<file path="config.mk">
export PLATFORM = sky130hd
export DESIGN_NAME = imm_gen_flat
export DESIGN_NICKNAME = d
export VERILOG_FILES = /design/src/rtl/imm_gen_pkg.sv /design/src/rtl/imm_gen_if.sv /design/src/rtl/imm_gen_ext.sv /design/src/rtl/imm_gen.sv /design/src/flat_wrapper.sv
export SDC_FILE = /design/constraint.sdc
export NUM_CORES = 1
export LEC_CHECK = 0
export ABC_AREA = 1
export BUFFER_PORTS_ARGS = -buffer_cell sky130_fd_sc_hd__buf_2
export CAP_MARGIN = 20
export CELL_PAD_IN_SITES_DETAIL_PLACEMENT = 1
export CELL_PAD_IN_SITES_GLOBAL_PLACEMENT = 1
export CORE_MARGIN = 2
export CORE_UTILIZATION = 42
export CTS_BUF_LIST = sky130_fd_sc_hd__clkbuf_8
export CTS_CLUSTER_SIZE = 8
export DETAILED_ROUTE_END_ITERATION = 12
export PLACE_DENSITY_LB_ADDON = 0.1
export RECOVER_POWER = 100
export SYNTH_ARGS = -nofsm -noshare
export SYNTH_HDL_FRONTEND = slang
export SYNTH_SLANG_ARGS = --single-unit
export TNS_END_PERCENT = 10
</file>
<file path="constraint.sdc">
create_clock -name i_clk -period 2.9 [get_ports i_clk]
set_clock_uncertainty 0.1 [all_clocks]
set_input_delay 0.435 -clock i_clk [delete_from_list [all_inputs] [get_ports i_clk]]
set_output_delay 0.435 -clock i_clk [all_outputs]
set_load 0.02 [all_outputs]
</file>
<file path="src/rtl/imm_gen_pkg.sv">
// rtl/imm_gen_pkg.sv - shared immediate-format codes used by the decoder and imm_gen
package imm_gen_pkg;

    typedef enum logic [2:0] {
        NO = 3'd0,
        RT = 3'd1,
        IT = 3'd2,
        ST = 3'd3,
        BT = 3'd4,
        UT = 3'd5,
        JT = 3'd6,
        CZ = 3'd7
    } imm_src_e;

    localparam int IMM_W = 32;

endpackage

</file>
<file path="src/rtl/imm_gen_if.sv">
// rtl/imm_gen_if.sv - handshake bus between the decoder, imm_gen and its consumer
interface imm_gen_if;
    import imm_gen_pkg::*;

    logic             i_flush;
    logic             i_valid;
    logic             o_ready;
    logic [31:0]      i_instr;
    logic [2:0]       i_ImmSrc;
    logic             o_valid;
    logic             i_ready;
    logic [IMM_W-1:0] o_imm;
    logic             o_err;

    modport slave (
        input  i_flush, i_valid, i_instr, i_ImmSrc, i_ready,
        output o_ready, o_valid, o_imm, o_err
    );

    modport master (
        output i_flush, i_valid, i_instr, i_ImmSrc, i_ready,
        input  o_ready, o_valid, o_imm, o_err
    );

endinterface

</file>
<file path="src/rtl/imm_gen_ext.sv">
// rtl/imm_gen_ext.sv - combinational immediate extraction; CZ decode under IMM_GEN_CSR_EN
module imm_gen_ext
    import imm_gen_pkg::*;
(
    input  logic [31:0]      i_instr,
    input  logic [2:0]       i_code,
    output logic [IMM_W-1:0] o_imm,
    output logic             o_err
);

    // Opcode bits never contribute to any immediate.
    logic w_unused_opcode;
    assign w_unused_opcode = ^i_instr[6:0];

    always_comb begin
        o_imm = '0;
        o_err = 1'b0;
        case (imm_src_e'(i_code))
            IT: o_imm = {{20{i_instr[31]}}, i_instr[31:20]};
            ST: o_imm = {{20{i_instr[31]}}, i_instr[31:25], i_instr[11:7]};
            BT: o_imm = {{19{i_instr[31]}}, i_instr[31], i_instr[7],
                         i_instr[30:25], i_instr[11:8], 1'b0};
            UT: o_imm = {i_instr[31:12], 12'b0};
            JT: o_imm = {{11{i_instr[31]}}, i_instr[31], i_instr[19:12],
                         i_instr[20], i_instr[30:21], 1'b0};
`ifdef IMM_GEN_CSR_EN
            CZ: o_imm = {27'b0, i_instr[19:15]};
`endif
            default: begin
                o_imm = '0;
                o_err = 1'b1;
            end
        endcase
    end

endmodule

</file>
<file path="src/rtl/imm_gen.sv">
// rtl/imm_gen.sv - immediate generator with output register plus skid buffer (IMM_GEN_CSR_EN in imm_gen_ext)
module imm_gen
    import imm_gen_pkg::*;
(
    input  logic     i_clk,
    input  logic     i_rst,
    imm_gen_if.slave bus
);

    logic [IMM_W-1:0] w_ext_imm;
    logic             w_ext_err;

    logic             r_out_valid;
    logic [IMM_W-1:0] r_out_imm;
    logic             r_out_err;
    logic             r_skid_valid;
    logic [IMM_W-1:0] r_skid_imm;
    logic             r_skid_err;

    logic             w_in_xfer;
    logic             w_out_free;

    imm_gen_ext u_ext (
        .i_instr (bus.i_instr),
        .i_code  (bus.i_ImmSrc),
        .o_imm   (w_ext_imm),
        .o_err   (w_ext_err)
    );

    assign w_in_xfer  = bus.i_valid && !r_skid_valid;
    assign w_out_free = !r_out_valid || bus.i_ready;

    always_ff @(posedge i_clk) begin
        if (i_rst || bus.i_flush) begin
            r_out_valid  <= 1'b0;
            r_out_imm    <= '0;
            r_out_err    <= 1'b0;
            r_skid_valid <= 1'b0;
            r_skid_imm   <= '0;
            r_skid_err   <= 1'b0;
        end else if (w_out_free) begin
            // A full skid blocks input, so it always refills the output first.
            if (r_skid_valid) begin
                r_out_valid  <= 1'b1;
                r_out_imm    <= r_skid_imm;
                r_out_err    <= r_skid_err;
                r_skid_valid <= 1'b0;
            end else if (w_in_xfer) begin
                r_out_valid <= 1'b1;
                r_out_imm   <= w_ext_imm;
                r_out_err   <= w_ext_err;
            end else begin
                r_out_valid <= 1'b0;
            end
        end else if (w_in_xfer) begin
            r_skid_valid <= 1'b1;
            r_skid_imm   <= w_ext_imm;
            r_skid_err   <= w_ext_err;
        end
    end

    assign bus.o_ready = !r_skid_valid;
    assign bus.o_valid = r_out_valid;
    assign bus.o_imm   = r_out_imm;
    assign bus.o_err   = r_out_err;

endmodule

</file>
<file path="src/flat_wrapper.sv">
// flat-port wrapper written by rule: the top's interface ports become plain ports
module imm_gen_flat import imm_gen_pkg::*;
  (i_clk, i_rst, bus_i_flush, bus_i_valid, bus_i_instr, bus_i_ImmSrc, bus_i_ready, bus_o_ready, bus_o_valid, bus_o_imm, bus_o_err);
  imm_gen_if bus_i ();
  input  logic i_clk;
  input  logic i_rst;
  input wire logic [$bits(bus_i.i_flush)-1:0] bus_i_flush;
  input wire logic [$bits(bus_i.i_valid)-1:0] bus_i_valid;
  input wire logic [$bits(bus_i.i_instr)-1:0] bus_i_instr;
  input wire logic [$bits(bus_i.i_ImmSrc)-1:0] bus_i_ImmSrc;
  input wire logic [$bits(bus_i.i_ready)-1:0] bus_i_ready;
  output wire logic [$bits(bus_i.o_ready)-1:0] bus_o_ready;
  output wire logic [$bits(bus_i.o_valid)-1:0] bus_o_valid;
  output wire logic [$bits(bus_i.o_imm)-1:0] bus_o_imm;
  output wire logic [$bits(bus_i.o_err)-1:0] bus_o_err;
  assign bus_i.i_flush = bus_i_flush;
  assign bus_i.i_valid = bus_i_valid;
  assign bus_i.i_instr = bus_i_instr;
  assign bus_i.i_ImmSrc = bus_i_ImmSrc;
  assign bus_i.i_ready = bus_i_ready;
  assign bus_o_ready = bus_i.o_ready;
  assign bus_o_valid = bus_i.o_valid;
  assign bus_o_imm = bus_i.o_imm;
  assign bus_o_err = bus_i.o_err;
  imm_gen u_core (.i_clk(i_clk), .i_rst(i_rst), .bus(bus_i));
endmodule
</file>
; ---- Word-level counts from Yosys, hierarchy flattened
; Cells that the tools add are included.
[op_classes]
bitwise_logic = 1
n_reduce_logical = 10
mux = 8
eq_ne = 5
[op_table]
columns = operator, count
row1 = $pmux W32 S5, 1
row2 = $mux W32, 2
row3 = $eq A3 B3 Y1 const B, 3
row4 = $eq A3 B2 Y1 const B, 2
row5 = $mux W1, 5
row6 = $reduce_or A5 Y1, 1
row7 = $reduce_and A2 Y1, 2
row8 = $logic_not A1 Y1, 2
row9 = $logic_or A1 B1 Y1, 2
row10 = $reduce_bool A2 Y1, 1
row11 = $reduce_or A2 Y1, 1
row12 = $logic_and A1 B1 Y1, 1
row13 = $not A1 Y1, 1
[word_totals]
wordCells = 30
reg_bits = 68
input_bits = 40
out_inout_bits = 35

; ---- Longest topological paths before layout
[depth]
word_depth = 5
depth_mapped = 9
ltp_nobuf = 8

; ---- Modules after synthesis
; A second synthesis with hierarchy kept.
[hier_totals]
hier_cells = 632
hier_area_um2 = 3736.1
[by_module_without_submodules]
columns = module, n_inst, seq_area_each_um2, area_per_inst_um2, cells_per_inst
row1 = imm_gen, 1, 1361.3, 3178.0, 510
row2 = imm_gen_ext, 1, 0.0, 558.0, 122

; ---- Least setup slack after synthesis
; No wires, ideal clock.
[synth_timing]
kind = flip-flop to flip-flop
from = register u_core.r_out_valid (netlist: u_core.bus.o_valid)
to = register u_core.r_skid_imm[13]
n_path_buf = 1
setup_ps = 113
t_arrival_ps = 1301
slack_ps = 1386
stages_incl_launch_ff = 7
synth_period_minus_slack_ps = 1514
required_time_ps = 2687
path_cell_list = dfxtp_1 > nand2_1 > nor3_4 > inv_2 > buf_2 > o21ai_1 > inv_1
[synth_via]
elab_chain_len = 4
[synth_rtl]
columns = item, line_no
row1 = start: declaration, imm_gen.sv:13  ; logic r_out_valid;
row2 = start signal: assignment, imm_gen.sv:35  ; r_out_valid <= 1'b0;
row3 = start signal: assignment, imm_gen.sv:44  ; r_out_valid <= 1'b1;
row4 = start signal: assignment, imm_gen.sv:49  ; r_out_valid <= 1'b1;
row5 = $logic_not A1 Y1, imm_gen.sv:31  ; assign w_out_free = !r_out_valid || bus.i_ready;
row6 = $logic_or A1 B1 Y1, imm_gen.sv:31
row7 = $not A1 Y1 (no line), n/a
row8 = $reduce_and A2 Y1 (no line), n/a
row9 = end signal: assignment, imm_gen.sv:57  ; r_skid_imm <= w_ext_imm;
row10 = end: declaration, imm_gen.sv:17  ; logic [IMM_W-1:0] r_skid_imm;
; Every way passes these cells.
; A chain may end at the register's enable or synchronous reset.

; ---- Final worst setup path
[layout_timing]
from = register u_core.r_skid_valid
to = register u_core.r_out_imm[23] (netlist: u_core.bus.o_imm[23])
[layout_via]
elab_chain_len = 4
elab_cells_between_ends = 5
cone_classes = 1 x mux / 4 x reduce/logical
[layout_rtl]
columns = item, line_no
row1 = start: declaration, imm_gen.sv:16  ; logic r_skid_valid;
row2 = start signal: assignment, imm_gen.sv:38  ; r_skid_valid <= 1'b0;
row3 = start signal: assignment, imm_gen.sv:47  ; r_skid_valid <= 1'b0;
row4 = start signal: assignment, imm_gen.sv:56  ; r_skid_valid <= 1'b1;
row5 = $logic_not A1 Y1, imm_gen.sv:30  ; assign w_in_xfer = bus.i_valid && !r_skid_valid;
row6 = $logic_and A1 B1 Y1, imm_gen.sv:30
row7 = $reduce_bool A2 Y1 (no line), n/a
row8 = $reduce_and A2 Y1 (no line), n/a
row9 = end signal: assignment, imm_gen.sv:45  ; r_out_imm <= r_skid_imm;
row10 = end signal: assignment, imm_gen.sv:50  ; r_out_imm <= w_ext_imm;
row11 = end: declaration, imm_gen.sv:14  ; logic [IMM_W-1:0] r_out_imm;
; Several ways; a longest one is shown, not always the timed one.

==> out/qor.yml <==
run_status: "finished clean"
ir_worst_vdd_mv: 0.3159
io_pins: 75
fp.dieArea_um2: 8247
timing.hold.worst.class: "input port to flop"
cp.arrival_ps: 2640
post-dp-hpwl_um: 6315
post_synth_inst_count: 467
total_leakage_power_nw: 1.707
setup_fix_bufs_post_cts: 0
grt_setup_unrepaired: "false"
synth.cell_area_um2: 3166
slew_headroom: 0.2441
die_width_um: 90.82
finalWeightedCongestion: 0.9151
floorplan.rows: 31
syn_avg_cell_area_um2: 6.778
reg2reg_depth: 5
syn-num-nets: 507
critical_path.reg2reg.startpoint: "u_core.r_skid_valid"
synth_seq_area_share: 0.4300
clock-root-buffer: "sky130_fd_sc_hd__clkbuf_8"
fmax_mhz: 398.9
reg2reg_to: "u_core.bus.o_imm[23]"
setup-tns-final_ps: 0
clkSlewWorstSetupHoldPaths_ps: 70
wl_per_cell_um: 15.31
grt_first_pass_wirelength_um: 15920
period_needed_ps: 2507
timing.final.hold_violations: 0
synth_top_area_cell: "sky130_fd_sc_hd__dfxtp_1"
yosysUniqueCellTypes: 23
min-delay-start: "bus_i_instr[30]"
syn2layout_area_growth_pct: 14.82
drtAntennaViolNets: 0
cellPowerDensity_nw_per_um2: 542.5
cp.required_ps: 3030
numCtsBuffers: 9
number_of_instances_on_the_worst_hold_path: 3
cts_hold_buf: 0
antenna-diode-count: 0
detailedPlace.worstSlack_ps: 639.5
synth_top_cell_area_share: 0.4300
post-route-cell-area_um2: 3635
cts-resized-gates: 0
synth.yosys.warnings: 0
worstSetupEndpointType: "flop"
core_area_um2: 7292
antenna_found_initial: 0
cts-root-to-sink-buffers: 2
post-route-drc-count: 0
postRouteWirelength_um: 9520
worst-slew-pin-transition_ps: 1134
timing.critical_path.from_type: "flop"
pin_count_of_the_biggest_net_entering_global_routing: 35
path_class: "flop to flop"
floorplan.initialDensity: 0.4341
min_delay_worst_endpoint: "u_core.r_skid_imm[10]"
max_cap_viols: 0
yosys-top-cells-area: "sky130_fd_sc_hd__dfxtp_1, sky130_fd_sc_hd__nand2_1, sky130_fd_sc_hd__a21oi_1, sky130_fd_sc_hd__o21ai_0, sky130_fd_sc_hd__nor2_1"
clk-insertion-delay-late_ps: 350
timing.final.setup_violations: 0
timing.final.max_slew_violations: 0
grt_pass1_vias: 3204
grtUsageTotal: 0.2423
layout-drive-gt1-share: 0.1185
layout_setup_ws_ps: 392.8
htree_num_levels: 3
yosys_register_bits: 68
global_route.overflow_total: 0
vias_per_cell: 5.108
clock_sink_count: 68
initial_drt_markers: 139
layout.nets: 559
port_buffers: 67
post_dp_cell_area_um2: 3506
die_h_um: 90.82
route.vias.total: 3177
worstPathMaxFanout: 32
drt_pre_antenna_iters: 5
setup.reg_to_reg.worst_slack_ps: 390
tritoncts_clock_tree: "built"
fin_crit_sh: 0.8645
-- placed cells by master, fill, tap and decap left out --
cell type	n
sky130_fd_sc_hd__a21oi_1	77
sky130_fd_sc_hd__clkinv_2	1
sky130_fd_sc_hd__nand3_1	10
sky130_fd_sc_hd__nor2_1	52
sky130_fd_sc_hd__buf_4	5
sky130_fd_sc_hd__clkbuf_1	36
sky130_fd_sc_hd__nor2_2	1
sky130_fd_sc_hd__a21oi_4	1
sky130_fd_sc_hd__o211ai_1	1
sky130_fd_sc_hd__dfxtp_1	68
sky130_fd_sc_hd__nor3_1	1
sky130_fd_sc_hd__nor2_4	1
sky130_fd_sc_hd__buf_2	32
sky130_fd_sc_hd__clkinv_1	1
sky130_fd_sc_hd__inv_1	35
sky130_fd_sc_hd__clkbuf_8	13
sky130_fd_sc_hd__nand2_2	2
sky130_fd_sc_hd__inv_2	4
sky130_fd_sc_hd__clkbuf_2	1
sky130_fd_sc_hd__o21ai_0	58
sky130_fd_sc_hd__nor3_2	1
sky130_fd_sc_hd__nand2_1	110
sky130_fd_sc_hd__nand4_1	12
-- routing by layer --
metal	track usage	wire length, um
met3	0.04674	265
met2	0.4092	4712
met4	0.07955	176
met5	0	0
met1	0.3116	4365
-- flip-flops by register name, summed over array words and instances (netlist names) --
signal,flops
u_core.r_skid_imm,32
u_core.bus.o_imm,32
u_core.r_skid_err,1
u_core.bus.o_valid,1
u_core.r_skid_valid,1
u_core.bus.o_err,1
-- per-stage QoR --
step / total power [mW] / hold WS, ps / instances / utilization
3_3_place_gp: 1.248 / 353.0 / 607 / 0.4808
3_5_place_dp: 1.252 / 360.9 / 607 / 0.4808
5_1_grt: 2.066 / 289.7 / 622 / 0.4985
4_1_cts: 1.997 / 272.4 / 622 / 0.5065
2_1_floorplan: 1.164 / 344.5 / 467 / -
6_report: 1.972 / 269.6 / 622 / 0.4985
-- layout make-up --
| cell class | count | area [um^2] |
|---|---|---|
| sequential | 68 | 1361 |
| multi-input combinational | 327 | 1478 |
| inverter | 39 | 146.4 |
| tap | 99 | 123.9 |
| fill | 1028 | 3657 |
| clock buffer | 13 | 178.9 |
| timing repair buffer | 74 | 337.8 |
| clock inverter | 2 | 8.758 |
-- worst max-delay path, stage by stage (launching register included) --
cell	delay (ps)
sky130_fd_sc_hd__dfxtp_1	730
sky130_fd_sc_hd__nor2_2	140
sky130_fd_sc_hd__a21oi_4	400
sky130_fd_sc_hd__inv_1	590
sky130_fd_sc_hd__a21oi_1	320
sky130_fd_sc_hd__a21oi_1	100
-- cells by family after synthesis --
group / after synthesis / share of synthesized area
DFF: 68 / 0.4300
and+or+nand+nor: 190 / 0.2478
AOI/OAI and AO/OA: 137 / 0.2210
buffers and inverters: 72 / 0.1012
-- where the power goes --
group	internal [mW]	switching [mW]
logic	0.0739	0.180
clock network	0.395	0.352
registers	0.958	0.0126
total	1.43	0.545
-- synth_stat cells --
library cell and instances:
sky130_fd_sc_hd__a21oi_1 77, sky130_fd_sc_hd__a21oi_4 1, sky130_fd_sc_hd__buf_1 2, sky130_fd_sc_hd__buf_2 13, sky130_fd_sc_hd__buf_4 3, sky130_fd_sc_hd__buf_6 3, sky130_fd_sc_hd__clkbuf_1 12, sky130_fd_sc_hd__clkinv_1 1
sky130_fd_sc_hd__dfxtp_1 68, sky130_fd_sc_hd__inv_1 33, sky130_fd_sc_hd__inv_2 5, sky130_fd_sc_hd__nand2_1 110, sky130_fd_sc_hd__nand2_2 2, sky130_fd_sc_hd__nand3_1 10, sky130_fd_sc_hd__nand4_1 12, sky130_fd_sc_hd__nor2_1 52
sky130_fd_sc_hd__nor2_2 1, sky130_fd_sc_hd__nor2_4 1, sky130_fd_sc_hd__nor3_1 1, sky130_fd_sc_hd__nor3_4 1, sky130_fd_sc_hd__o211ai_1 1, sky130_fd_sc_hd__o21ai_0 47, sky130_fd_sc_hd__o21ai_1 11
-- how the worst max path moves through the flow --
stage | slack [ps] | cells after the start | start | endpoint
after detailed placement | 640 | 5 | u_core.r_skid_valid | u_core.bus.o_imm[6]
after floorplan | 1390 | 7 | bus_i_ready | u_core.r_skid_imm[13]
after global routing | 140 | 5 | u_core.r_skid_valid | u_core.bus.o_imm[6]
after global placement | 630 | 5 | u_core.r_skid_valid | u_core.bus.o_imm[4]
final | 390 | 5 | u_core.r_skid_valid | u_core.bus.o_imm[23]
after CTS | 320 | 2 | u_core.r_skid_valid | bus_o_ready
(Power assumes the default switching activity.)
